$ cat config.mk
export PLATFORM = sky130hd
export DESIGN_NAME = bi_mem_wm_req_adapter_flat
export DESIGN_NICKNAME = d
export VERILOG_FILES = /design/src/rtl/bi_mem_wm_req_adapter_if.sv /design/src/rtl/bi_mem_wm_req_adapter.sv /design/src/flat_wrapper.sv
export SDC_FILE = /design/constraint.sdc
export NUM_CORES = 1
export LEC_CHECK = 0
export ABC_AREA = 1
export BUFFER_PORTS_ARGS = -buffer_cell sky130_fd_sc_hd__buf_2
export CAP_MARGIN = 20
export CORE_UTILIZATION = 49
export DETAILED_ROUTE_END_ITERATION = 10
export GPL_ROUTABILITY_DRIVEN = 0
export PLACE_DENSITY_LB_ADDON = 0.3
export SLEW_MARGIN = 25
export SYNTH_ARGS = -nofsm -noshare
export SYNTH_HDL_FRONTEND = slang
export SYNTH_SLANG_ARGS = --single-unit
$ cat constraint.sdc
create_clock -name clk_i -period 2.55 [get_ports clk_i]
set_input_delay 0.1275 -clock clk_i [delete_from_list [all_inputs] [get_ports clk_i]]
set_output_delay 0.1275 -clock clk_i [all_outputs]
set_load 0.005 [all_outputs]
$ cat src/rtl/bi_mem_wm_req_adapter_if.sv
// Request, response and memory-port bundle for bi_mem_wm_req_adapter.
// The slave modport is the adapter. The master modport is the requester plus memory side.
interface bi_mem_wm_req_adapter_if #(
  parameter int WIDTH  = 16,
  parameter int HEIGHT = 16,
  parameter int MASK   = 4
);
  localparam int AW = $clog2(HEIGHT);

  logic             req_valid_i;
  logic             req_ready_o;
  logic             req_write_i;
  logic [MASK-1:0]  req_mask_i;
  logic [AW-1:0]    req_addr_i;
  logic [WIDTH-1:0] req_data_i;
  logic             rsp_valid_o;
  logic             rsp_ready_i;
  logic [WIDTH-1:0] rsp_data_o;
  logic             rsp_write_o;
  logic             mem_enable_o;
  logic             mem_isWrite_o;
  logic [MASK-1:0]  mem_writeMask_o;
  logic [AW-1:0]    mem_addr_o;
  logic [WIDTH-1:0] mem_writeData_o;
  logic [WIDTH-1:0] mem_readData_i;
  logic             mem_hold_i;

  modport slave (
    input  req_valid_i, req_write_i, req_mask_i, req_addr_i, req_data_i,
           rsp_ready_i, mem_readData_i, mem_hold_i,
    output req_ready_o, rsp_valid_o, rsp_data_o, rsp_write_o,
           mem_enable_o, mem_isWrite_o, mem_writeMask_o, mem_addr_o, mem_writeData_o
  );

  modport master (
    output req_valid_i, req_write_i, req_mask_i, req_addr_i, req_data_i,
           rsp_ready_i, mem_readData_i, mem_hold_i,
    input  req_ready_o, rsp_valid_o, rsp_data_o, rsp_write_o,
           mem_enable_o, mem_isWrite_o, mem_writeMask_o, mem_addr_o, mem_writeData_o
  );
endinterface

$ cat src/rtl/bi_mem_wm_req_adapter.sv
// Requester front end for the write-masked single-port memory. It uses credit-limited issue
// and a response FIFO. BI_MEM_WM_REQ_ADAPTER_WRITE_ACK_EN makes writes return an ack entry.
module bi_mem_wm_req_adapter #(
  parameter int WIDTH  = 16,
  parameter int HEIGHT = 16,
  parameter int MASK   = 4,
  parameter int DEPTH  = 2
) (
  input  logic                    clk_i,
  input  logic                    rst_i,
  bi_mem_wm_req_adapter_if.slave  bus
);
  localparam int CW = $clog2(DEPTH + 1);
  localparam int PW = (DEPTH > 1) ? $clog2(DEPTH) : 1;

  logic             pending;
  logic [CW-1:0]    count;
  logic [PW-1:0]    rd_ptr, wr_ptr;
  logic [WIDTH-1:0] fifo_data [DEPTH];
  logic [WIDTH-1:0] last_data;
  logic [CW:0]      occ;
  logic             pop, push, accept, track, credit_ok, room, push_wr;

  function automatic logic [PW-1:0] ptr_inc(input logic [PW-1:0] p);
    return (p == PW'(DEPTH - 1)) ? '0 : p + 1'b1;
  endfunction

  assign bus.mem_isWrite_o   = bus.req_write_i;
  assign bus.mem_writeMask_o = bus.req_mask_i;
  assign bus.mem_addr_o      = bus.req_addr_i;
  assign bus.mem_writeData_o = bus.req_data_i;

  // Outstanding = in flight + buffered - leaving now.
  // rsp_ready_i -> req_ready_o is a deliberate combinational path.
  assign bus.rsp_valid_o = (count != '0);
  assign pop  = bus.rsp_valid_o & bus.rsp_ready_i;
  assign push = pending;
  assign occ  = {1'b0, count} + (CW+1)'(pending) - (CW+1)'(pop);
  assign room = occ < (CW+1)'(DEPTH);

  assign bus.mem_enable_o = bus.req_valid_i & credit_ok & ~rst_i;
  assign bus.req_ready_o  = bus.mem_enable_o & ~bus.mem_hold_i;
  assign accept           = bus.req_ready_o;
  assign bus.rsp_data_o   = bus.rsp_valid_o ? fifo_data[rd_ptr] : last_data;

`ifdef BI_MEM_WM_REQ_ADAPTER_WRITE_ACK_EN
  logic pend_write, last_write;
  logic fifo_write [DEPTH];

  assign credit_ok = room;
  assign track     = accept;
  assign push_wr   = pend_write;

  always_ff @(posedge clk_i) begin
    if (rst_i) begin
      pend_write <= 1'b0;
      last_write <= 1'b0;
    end else begin
      pend_write <= accept & bus.req_write_i;
      if (pop) last_write <= fifo_write[rd_ptr];
    end
    if (push) fifo_write[wr_ptr] <= pend_write;
  end

  assign bus.rsp_write_o = bus.rsp_valid_o ? fifo_write[rd_ptr] : last_write;
`else
  assign credit_ok       = bus.req_write_i | room;
  assign track           = accept & ~bus.req_write_i;
  assign push_wr         = 1'b0;
  assign bus.rsp_write_o = 1'b0;
`endif

  always_ff @(posedge clk_i) begin
    if (rst_i) begin
      pending   <= 1'b0;
      count     <= '0;
      rd_ptr    <= '0;
      wr_ptr    <= '0;
      last_data <= '0;
    end else begin
      assert (!(push && !pop && count == CW'(DEPTH)));
      pending <= track;
      if (push) wr_ptr <= ptr_inc(wr_ptr);
      if (pop) begin
        rd_ptr    <= ptr_inc(rd_ptr);
        last_data <= fifo_data[rd_ptr];
      end
      count <= count + CW'(push) - CW'(pop);
    end
  end

  // Read data arrives one cycle after accept. Capture it into the tail.
  always_ff @(posedge clk_i) begin
    if (push) fifo_data[wr_ptr] <= push_wr ? '0 : bus.mem_readData_i;
  end
endmodule

$ cat src/flat_wrapper.sv
// flat-port wrapper written by rule: the top's interface ports become plain ports
module bi_mem_wm_req_adapter_flat 
#(
  parameter int WIDTH  = 16,
  parameter int HEIGHT = 16,
  parameter int MASK   = 4,
  parameter int DEPTH  = 2
)
  (clk_i, rst_i, bus_req_valid_i, bus_req_write_i, bus_req_mask_i, bus_req_addr_i, bus_req_data_i, bus_rsp_ready_i, bus_mem_readData_i, bus_mem_hold_i, bus_req_ready_o, bus_rsp_valid_o, bus_rsp_data_o, bus_rsp_write_o, bus_mem_enable_o, bus_mem_isWrite_o, bus_mem_writeMask_o, bus_mem_addr_o, bus_mem_writeData_o);
  bi_mem_wm_req_adapter_if #(.WIDTH(WIDTH), .HEIGHT(HEIGHT), .MASK(MASK)) bus_i ();
  input  logic clk_i;
  input  logic rst_i;
  input wire logic [$bits(bus_i.req_valid_i)-1:0] bus_req_valid_i;
  input wire logic [$bits(bus_i.req_write_i)-1:0] bus_req_write_i;
  input wire logic [$bits(bus_i.req_mask_i)-1:0] bus_req_mask_i;
  input wire logic [$bits(bus_i.req_addr_i)-1:0] bus_req_addr_i;
  input wire logic [$bits(bus_i.req_data_i)-1:0] bus_req_data_i;
  input wire logic [$bits(bus_i.rsp_ready_i)-1:0] bus_rsp_ready_i;
  input wire logic [$bits(bus_i.mem_readData_i)-1:0] bus_mem_readData_i;
  input wire logic [$bits(bus_i.mem_hold_i)-1:0] bus_mem_hold_i;
  output wire logic [$bits(bus_i.req_ready_o)-1:0] bus_req_ready_o;
  output wire logic [$bits(bus_i.rsp_valid_o)-1:0] bus_rsp_valid_o;
  output wire logic [$bits(bus_i.rsp_data_o)-1:0] bus_rsp_data_o;
  output wire logic [$bits(bus_i.rsp_write_o)-1:0] bus_rsp_write_o;
  output wire logic [$bits(bus_i.mem_enable_o)-1:0] bus_mem_enable_o;
  output wire logic [$bits(bus_i.mem_isWrite_o)-1:0] bus_mem_isWrite_o;
  output wire logic [$bits(bus_i.mem_writeMask_o)-1:0] bus_mem_writeMask_o;
  output wire logic [$bits(bus_i.mem_addr_o)-1:0] bus_mem_addr_o;
  output wire logic [$bits(bus_i.mem_writeData_o)-1:0] bus_mem_writeData_o;
  assign bus_i.req_valid_i = bus_req_valid_i;
  assign bus_i.req_write_i = bus_req_write_i;
  assign bus_i.req_mask_i = bus_req_mask_i;
  assign bus_i.req_addr_i = bus_req_addr_i;
  assign bus_i.req_data_i = bus_req_data_i;
  assign bus_i.rsp_ready_i = bus_rsp_ready_i;
  assign bus_i.mem_readData_i = bus_mem_readData_i;
  assign bus_i.mem_hold_i = bus_mem_hold_i;
  assign bus_req_ready_o = bus_i.req_ready_o;
  assign bus_rsp_valid_o = bus_i.rsp_valid_o;
  assign bus_rsp_data_o = bus_i.rsp_data_o;
  assign bus_rsp_write_o = bus_i.rsp_write_o;
  assign bus_mem_enable_o = bus_i.mem_enable_o;
  assign bus_mem_isWrite_o = bus_i.mem_isWrite_o;
  assign bus_mem_writeMask_o = bus_i.mem_writeMask_o;
  assign bus_mem_addr_o = bus_i.mem_addr_o;
  assign bus_mem_writeData_o = bus_i.mem_writeData_o;
  bi_mem_wm_req_adapter #(.WIDTH(WIDTH), .HEIGHT(HEIGHT), .MASK(MASK), .DEPTH(DEPTH)) u_core (.clk_i(clk_i), .rst_i(rst_i), .bus(bus_i));
endmodule
==> results of run 1 <==
## registers in the layout, summed over array words and instances (netlist names), named ones only
signal            cells
u_core.rd_ptr         1
u_core.wr_ptr         1
u_core.count          2
u_core.last_data     16
u_core.pending        1
u_core.fifo_data     32
## routing by layer
| metal | part of all wire (%) | track usage [%] | vias to the layer above |
|---|---|---|---|
| met2 | 45 | 25.5 | 50 |
| met5 | 0 | 0 | - |
| li1 | - | - | 879 |
| met1 | 46 | 24.1 | 748 |
| met4 | 4.0 | 11.3 | 0 |
| met3 | 5.4 | 3.43 | 19 |
## cell type report
cell class	instances	area [sq um]	share of cell area [%]
clock inverter	2	8.76	0.324
sequential	54	1410	52.1
tap	67	83.8	3.10
multi-input combinational	156	757	28.0
timing repair buffer	47	250	9.25
inverter	32	123	4.53
clock buffer	6	72.6	2.68
## power groups by stage
stage	Sequential (uW)	Clock [uW]	Combinational (uW)
after floorplan	1120	0	841
after global placement	1150	0	1130
after detailed placement	1160	0	1140
after CTS	1140	450	1150
after global routing	1160	486	1340
final	1140	434	1170
## Yosys cell counts, types with 5 or more instances
| cell type | count |
|---|---|
| a21oi_1 | 6 |
| inv_1 | 30 |
| buf_2 | 5 |
| edfxtp_1 | 32 |
| nor2_1 | 10 |
| o21ai_0 | 16 |
| nand2_1 | 104 |
| a21oi_2 | 10 |
| buf_4 | 26 |
| dfxtp_1 | 22 |
## worst max-delay path by stage
| stage | startpoint | endpoint | slack (ns) |
|---|---|---|---|
| after floorplan | u_core.count[1] | bus_req_ready_o | 0.35 |
| final | u_core.count[0] | bus_req_ready_o | 0.15 |
| after detailed placement | u_core.count[1] | bus_req_ready_o | 0.41 |
| after CTS | u_core.count[1] | bus_req_ready_o | 0.06 |
| after global routing | u_core.count[0] | bus_req_ready_o | 0.03 |
| after global placement | u_core.count[1] | bus_req_ready_o | 0.42 |
## cells by family (layout without fill, tap and decap cells)
family | after synthesis | in the layout | synth area share [%]
AND/OR/NAND/NOR | 120 | 120 | 19.7
buffers and inverters | 67 | 87 | 14.8
AO/OA/AOI/OAI | 32 | 32 | 7.86
flip-flops | 54 | 54 | 55.7
other | 1 | 1 | 0.149
adder cells (fa/ha/maj) | 3 | 3 | 1.79
## per-stage QoR
stage                     hold slack [ns]  power, uW
after floorplan                     0.226       1960
after global placement              0.255       2290
after detailed placement            0.255       2300
after CTS                         0.00698       2740
after global routing              0.00370       2990
final                              0.0149       2750
## critical path: stages (launching register included)
cell     delay (ns)
dfxtp_4        0.37
nor2_8         0.14
nor2_8         0.04
ha_4           0.22
inv_1          0.06
ha_1           0.13
inv_1          0.05
fa_1           0.55
nand3_1        0.08
nand2_1        0.08
nand2_2        0.05
nor2_1         0.09
buf_2          0.11
## repair_timing
action | CTS | global route
buffers inserted | 0 | 1
resized for setup | 0 | 6
endpoints found under the setup margin | 0 | 2
==> run metrics, run 1 <==
setup ws final 0.148 ns; H-tree lvl count 2; Netlist cell types 22; Total Neg Setup Slack 0 ns; number of warnings issued by yosys 0; Total GRT Usage approximately 18%; post-DP HPWL 3.00 mm; largest cells by area after synthesis edfxtp_1 (38%), dfxtp_1 (18%), nand2_1 (16%), buf_4 (7.8%), inv_1 (4.5%); # fillers 444; largest net degree at the start of global routing 28; Die ar. 5430 sq um; Leak Pwr ~0.0012 uW; DR vias 1,696; Placed Area 2590 sq um; Pwr Density 1020 nW/um^2; Longest Clk Path Bufs 2; fin crit share 94.2%; most common flop cell mapped by yosys edfxtp_1; clock skew just under 0.008 ns; non-filler cells, final about 360; final setup fails 0; Initial Util 52.2%; Fin. Hold Viols 0; worst skew pair latency 0.29 ns; commonest non-fill, non-tap cells in the layout nand2_1 (103), buf_2 (41), edfxtp_1 (32); sequential share of the synthesized area 55.7%; clock power share 15.8%; P&R area growth vs syn 7.46%; CP max FO 3; first-iteration detailed-routing DRC count around 140; Post-Syn Area 2520 sq um; worst slack at placement about 0.4 ns; Hold Path End u_core.fifo_data[0][12]; critical path endpoint category output pin; total gr overflow 0; Final #Nets 345; Critical Path AT 2.27 ns; io pins 91; CP required 2.42 ns; Post-synth ARST share 0%; CP Class flip-flop to output pin; reg2reg path depth 11; TritonCTS Buffers 5; Slew Limit Fails 0; switching pwr between 1000 and 1500 uW; Hold Crit Start bus_mem_readData_i[12]; core area about 4800 sq um; number of flops mapped to enable cells by yosys 32; max_cap viols 0; Cells after Synth 277; Fmax achieved approximately 420 MHz; first-pass GRT wire length 6.91 mm; IO buf count 41; hold_buf cts 0; r2r startpoint u_core.count[0]; Die Width around 74 microns; Slew HR 48.9%; post-synth top area share 38.2%; Root Driver clkbuf_8; Critical Path Source Type flip-flop; commonest non-fill, non-tap cell in the layout nand2_1; clk slew on worst S/H paths 0.09 ns; RSZ-0062 raised after global routing false; TritonCTS clock tree built; Hold Crit Depth 1; VDD IR max 0.477 mV; antenna-violating nets left 0; post-route cell area 2700 sq um; number of global-route vias before repair 1,480; routed wire length 4.37 mm; sw frac 38.3%; dpl cells ~360; FP Rows 25; Antenna diodes 0; Sequential Power Share 41.6%; Int Pwr around 1700 uW; post-route core utilization 56.1%; mean area per synthesized cell slightly above 9 sq um; vias per cell 4.66; layout cell share with drive strength beyond 1 approximately a quarter; Mapped Nets 326; combinational group share of total power 42.6%; number of antenna violations at the first check in global routing 0; flops & latches, synth 54; Die Ht ~74 microns; drt drc 0; Tmin final 2.40 ns; Wirelength per Cell 12.0 microns; worst slew pin tran between 0.7 and 0.8 ns; post-synth top area cell edfxtp_1; TritonRoute pass-1 iters 4; reg-to-reg slack, setup between 0.6 and 0.7 ns; outcome complete, no violations; RR Endpoint u_core.pending; Sink Count 54; worst hold path type input port to flip-flop
No activity file was read; power rests on OpenSTA's default activity.
==> run 2, diff against run 1 <==
CORE_ASPECT_RATIO = 1.5   (was unset)
==> run metrics, run 2 (synthesis gave the netlist of run 1 again) <==
Final #Nets 356; post-route core utilization 58.3%; vias per cell 4.53; Initial Util 51.5%; worst slack at placement 0.379 ns; Total Neg Setup Slack 0 ns; Root Driver clkbuf_8; H-tree lvl count 2; max_cap viols 0; critical path endpoint category output pin; Hold Crit Start bus_mem_readData_i[15]; combinational group share of total power 41.9%; CP Class flip-flop to output pin; Slew HR 42.5%; Largest register FFs 32; Tmin final about 2.4 ns; antenna-violating nets left 0; post-DP HPWL 2.94 mm; Fin. Hold Viols 0; Longest Clk Path Bufs 2; io pins 91; CP required 2.42 ns; largest net degree at the start of global routing 33; clock power share around 17%; # fillers about 470; clk slew on worst S/H paths 0.09 ns; Slew Limit Fails 0; switching pwr between 1000 and 1500 uW; number of global-route vias before repair 1,586; FP Rows 31; final setup fails 0; worst slew pin tran 0.861 ns; core area 4890 sq um; Die Width 60.5 microns; Die ar. roughly 5400 sq um; Fmax achieved approximately 410 MHz; Critical Path AT 2.29 ns; Leak Pwr 0.00124 uW; Pwr Density 990 nW/um^2; outcome complete, no violations; Int Pwr 1720 uW; layout cell share with drive strength beyond 1 24.0%; CP max FO 3; hold slack 0.0107 ns; DR vias 1,694; clock skew 0.00694 ns; Wirelength per Cell between 10 and 15 microns; routed wire length between 4 and 5 mm; worst hold path type input port to flip-flop; fin crit share 94.8%; Antenna diodes 0; P&R area growth vs syn 13.2%; worst skew pair latency 0.31 ns; commonest non-fill, non-tap cells in the layout nand2_1 (103), buf_2 (41), edfxtp_1 (32); number of antenna violations at the first check in global routing 0; commonest non-fill, non-tap cell in the layout nand2_1; Sink Count between 50 and 60; drt drc 0; first-pass GRT wire length 7.30 mm; Critical Path Source Type flip-flop; TritonRoute pass-1 iters 4; TritonCTS Buffers 5; reg-to-reg slack, setup 0.67 ns; TritonCTS clock tree built; Die Ht ~90 microns; Most flops, register u_core.fifo_data; first-iteration detailed-routing DRC count 70; sw frac 39.1%; Crit. Startpoint u_core.count[0]; total chip power approximately 2800 uW; Total GRT Usage 18.0%; IO buf count 41; setup ws final 0.133 ns; r2r startpoint u_core.count[0]; Setup Buffers After CTS 0; total gr overflow 0; VDD IR max 0.424 mV; Largest regs u_core.fifo_data x32, u_core.last_data x16, u_core.count x2; Sequential Power Share 40.9%
==> run 2: cell types whose count changed in the layout (fill, tap and decap cells not counted), sizes merged <==
cell / change
dlygate4sd3: +14
buf: -3
clkbuf: -1
clkinv: -1
clkinvlp: +1
inv: +1
==> run 2: area by class of cell <==
class | count | area, sq um | area share [%]
inverter | 32 | 125 | 4.39
clock buffer | 5 | 68.8 | 2.42
sequential | 54 | 1410 | 49.5
multi-input combinational | 156 | 769 | 27.0
timing repair buffer | 58 | 368 | 12.9
tap | 66 | 82.6 | 2.90
clock inverter | 3 | 25.0 | 0.879
==> run 2: path summary, 6_finish.rpt <==
path                        endpoint  cells past startpoint
max                  bus_req_ready_o                     12
min reg2reg     u_core.last_data[14]                      2
max reg2reg           u_core.pending                     11
min          u_core.fifo_data[1][15]                      1
==> run 2: repair_timing <==
item | CTS | global route
setup endpoints to repair | 0 | 2
endpoints found under the hold margin | 26 | 2
hold buffers | 13 | 1
gates resized for setup | 0 | 11
==> run 2: stage by stage <==
| stage | instance area [sq um] | cells |
|---|---|---|
| CTS | 2800 | 373 |
| floorplan | 2520 | 277 |
| detailed placement | 2580 | 352 |
| global placement | 2580 | 352 |
| global route | 2850 | 374 |
| finish | 2850 | 374 |
==> run 2: critical path: stages, from the launching register on <==
cell and delay, ns:
dfxtp_4 0.38, nor2_8 0.14, nor2_8 0.05, ha_4 0.21
inv_4 0.05, ha_4 0.12, inv_2 0.03, fa_1 0.57
nand3_1 0.08, nand2_1 0.09, nand2_2 0.05, nor2_1 0.09
buf_2 0.11
==> run 2: metal layers <==
metal  GRT usage, %  vias up  wire length [microns]
met3           3.02       33                    186
li1               -      902                      -
met5              0        -                      0
met2           25.8       24                   2030
met4           14.4        0                    297
met1           23.3      735                   1990
==> run 2: power by group through the flow <==
stage	Clock (uW)	Sequential, uW	Combinational [uW]
6_report	485	1150	1180
2_1_floorplan	0	1120	841
3_5_place_dp	0	1170	1130
4_1_cts	501	1150	1150
5_1_grt	530	1180	1330
3_3_place_gp	0	1160	1110
==> run 3, diff against run 2 <==
CORE_MARGIN = 2   (was unset)
CORE_UTILIZATION = 44   (was 49)
clock period = 2.2 ns   (was 2.55 ns; I/O delays follow)
==> run metrics, run 3 (synthesis gave the netlist of run 1 again) <==
failing checks setup timing; CP Class flip-flop to output pin; Slew HR 52.9%; Critical Path AT 2.14 ns; Pwr Density 1170 nW/um^2; CP max stage delay 0.50 ns; TritonCTS clock tree built; DR vias 1,712; P&R area growth vs syn 15.1%; Initial Util 45.8%; critical path endpoint category output pin; setup ws final -0.0487 ns; Fmax achieved 445 MHz; Root Driver clkbuf_8; Die Width 65.7 microns; multi-input logic area 767 sq um; Largest regs u_core.fifo_data x32, u_core.last_data x16, u_core.count x2; Fin. Hold Viols 0; first-pass GRT wire length 7.48 mm; CP required 2.09 ns; Antenna diodes 0; commonest non-fill, non-tap cells in the layout nand2_1 (104), buf_2 (41), edfxtp_1 (32); post-route core utilization 52.7%; Slew Limit Fails 0; io pins between 90 and 100; Leak Pwr 0.00128 uW; CP bufs+invs 3; layout cell share with drive strength beyond 1 roughly 25%; Largest register FFs 32; VDD IR max 0.488 mV; total chip power roughly 3400 uW; outcome complete, but fails checks; H-tree lvl count 2; IO buf count 41; total gr overflow 0; Longest Clk Path Bufs 2; crit-path cells nor2_8, nor2_8, ha_4, inv_2, ha_4, inv_2, fa_1, nand3_1, nand2_1, nand2_1, nor2_1, buf_2; CP top delay family adder cells; Die ar. 6350 sq um; dpl cells between 300 and 400; Total GRT Usage between 10% and 20%; CP max FO 2; TritonRoute pass-1 iters 4; worst skew pair latency 0.30 ns; fin crit share 102%; Most flops, register u_core.fifo_data; largest net degree at the start of global routing 22; clk slew on worst S/H paths 0.09 ns; number of global-route vias before repair approximately 1,600; RSZ-0062 raised after global routing true; worst hold path type input port to flip-flop; core area 5490 sq um; Sink Count between 50 and 60; max_cap viols 0; routed wire length 4.55 mm; first-iteration detailed-routing DRC count 61; Die Ht 96.6 microns; antenna-violating nets left 0; commonest non-fill, non-tap cell in the layout nand2_1; Final #Nets 361; TritonCTS Buffers 5; post-DP HPWL 3.08 mm; Tmin final 2.25 ns; worst slew pin tran 0.705 ns; register area 1410 sq um; vias per cell approximately 4.5; Wirelength per Cell ~12 microns; clock skew 0.00667 ns; Critical Path Source Type flip-flop; # fillers 514; number of antenna violations at the first check in global routing 0; drt drc 0; FP Rows 33; final setup fails 2; non-filler cells, final 383; CP max-delay cell fa_1
-- run 3: changes by cell type in the layout (fill, tap and decap cells not counted) --
cell,delta
inv_2,+1
clkinv_4,-1
bufinv_16,+1
inv_6,-1
dlygate4sd3_1,-1
clkinvlp_4,-1
clkbuf_1,+2
nand2_2,-1
buf_4,+6
nand2_1,+1
inv_4,-1
-- run 3: area by class of cell --
class,instances,area share [%]
Tap cell,70,3.03
Multi-Input combinational cell,156,26.5
Clock inverter,1,1.04
Timing Repair Buffer,63,13.9
Inverter,32,4.24
Sequential cell,54,48.7
Clock buffer,7,2.64
-- run 3: per-layer routing --
metal  up-vias  global-route usage [%]  wire, microns
met5         -                       0              0
met1       739                    17.8           1930
li1        905                       -              -
met4         0                    10.7            244
met2        36                    24.0           2130
met3        32                    2.79            236
-- run 3: power breakdown --
part / internal (uW) / switching, uW / leakage, uW
sequential: 1210 / 93.3 / 0.000469
combinational: 604 / 843 / 0.000756
clock: 341 / 301 / 0.0000524
-- run 3: what timing repair did --
action	CTS	global route
hold endpoints to repair	24	2
hold buffers	12	1
gates resized for setup	9	0
endpoints found under the setup margin	2	2
setup buffers	3	1
pin swaps	8	7
-- run 3: worst paths after layout --
| check | endpoint | slack (ns) | from | depth (start not counted) |
|---|---|---|---|---|
| hold reg to reg | u_core.last_data[13] | 0.47 | u_core.last_data[13] | 2 |
| setup reg to reg | u_core.pending | 0.31 | u_core.count[1] | 12 |
| hold / removal | u_core.fifo_data[0][0] | 0.008 | bus_mem_readData_i[0] | 1 |
| setup / recovery | bus_req_ready_o | -0.05 | u_core.count[1] | 12 |
-- run 3: metrics by stage --
step | setup WS (ns) | hold WS [ns] | TNS [ns] | instance area [sq um]
finish | -0.0487 | 0.00849 | -0.0697 | 2900
global route | -0.148 | 0.00269 | -0.287 | 2900
CTS | -0.166 | 0.00127 | -0.269 | 2880
detailed placement | 0.132 | 0.220 | 0 | 2600
global placement | 0.144 | 0.220 | 0 | 2600
floorplan | 0.0167 | 0.209 | 0 | 2520
-- run 3: worst register-to-register path, cell delays in order (launching register included) --
cell and delay (ns):
dfxtp_4 0.37, nor2_8 0.14, nor2_8 0.05, ha_4 0.25
inv_2 0.04, ha_4 0.14, inv_2 0.05, fa_1 0.43
buf_4 0.15, nand2_1 0.05, nor2_1 0.04, nand4_1 0.06
inv_1 0.04
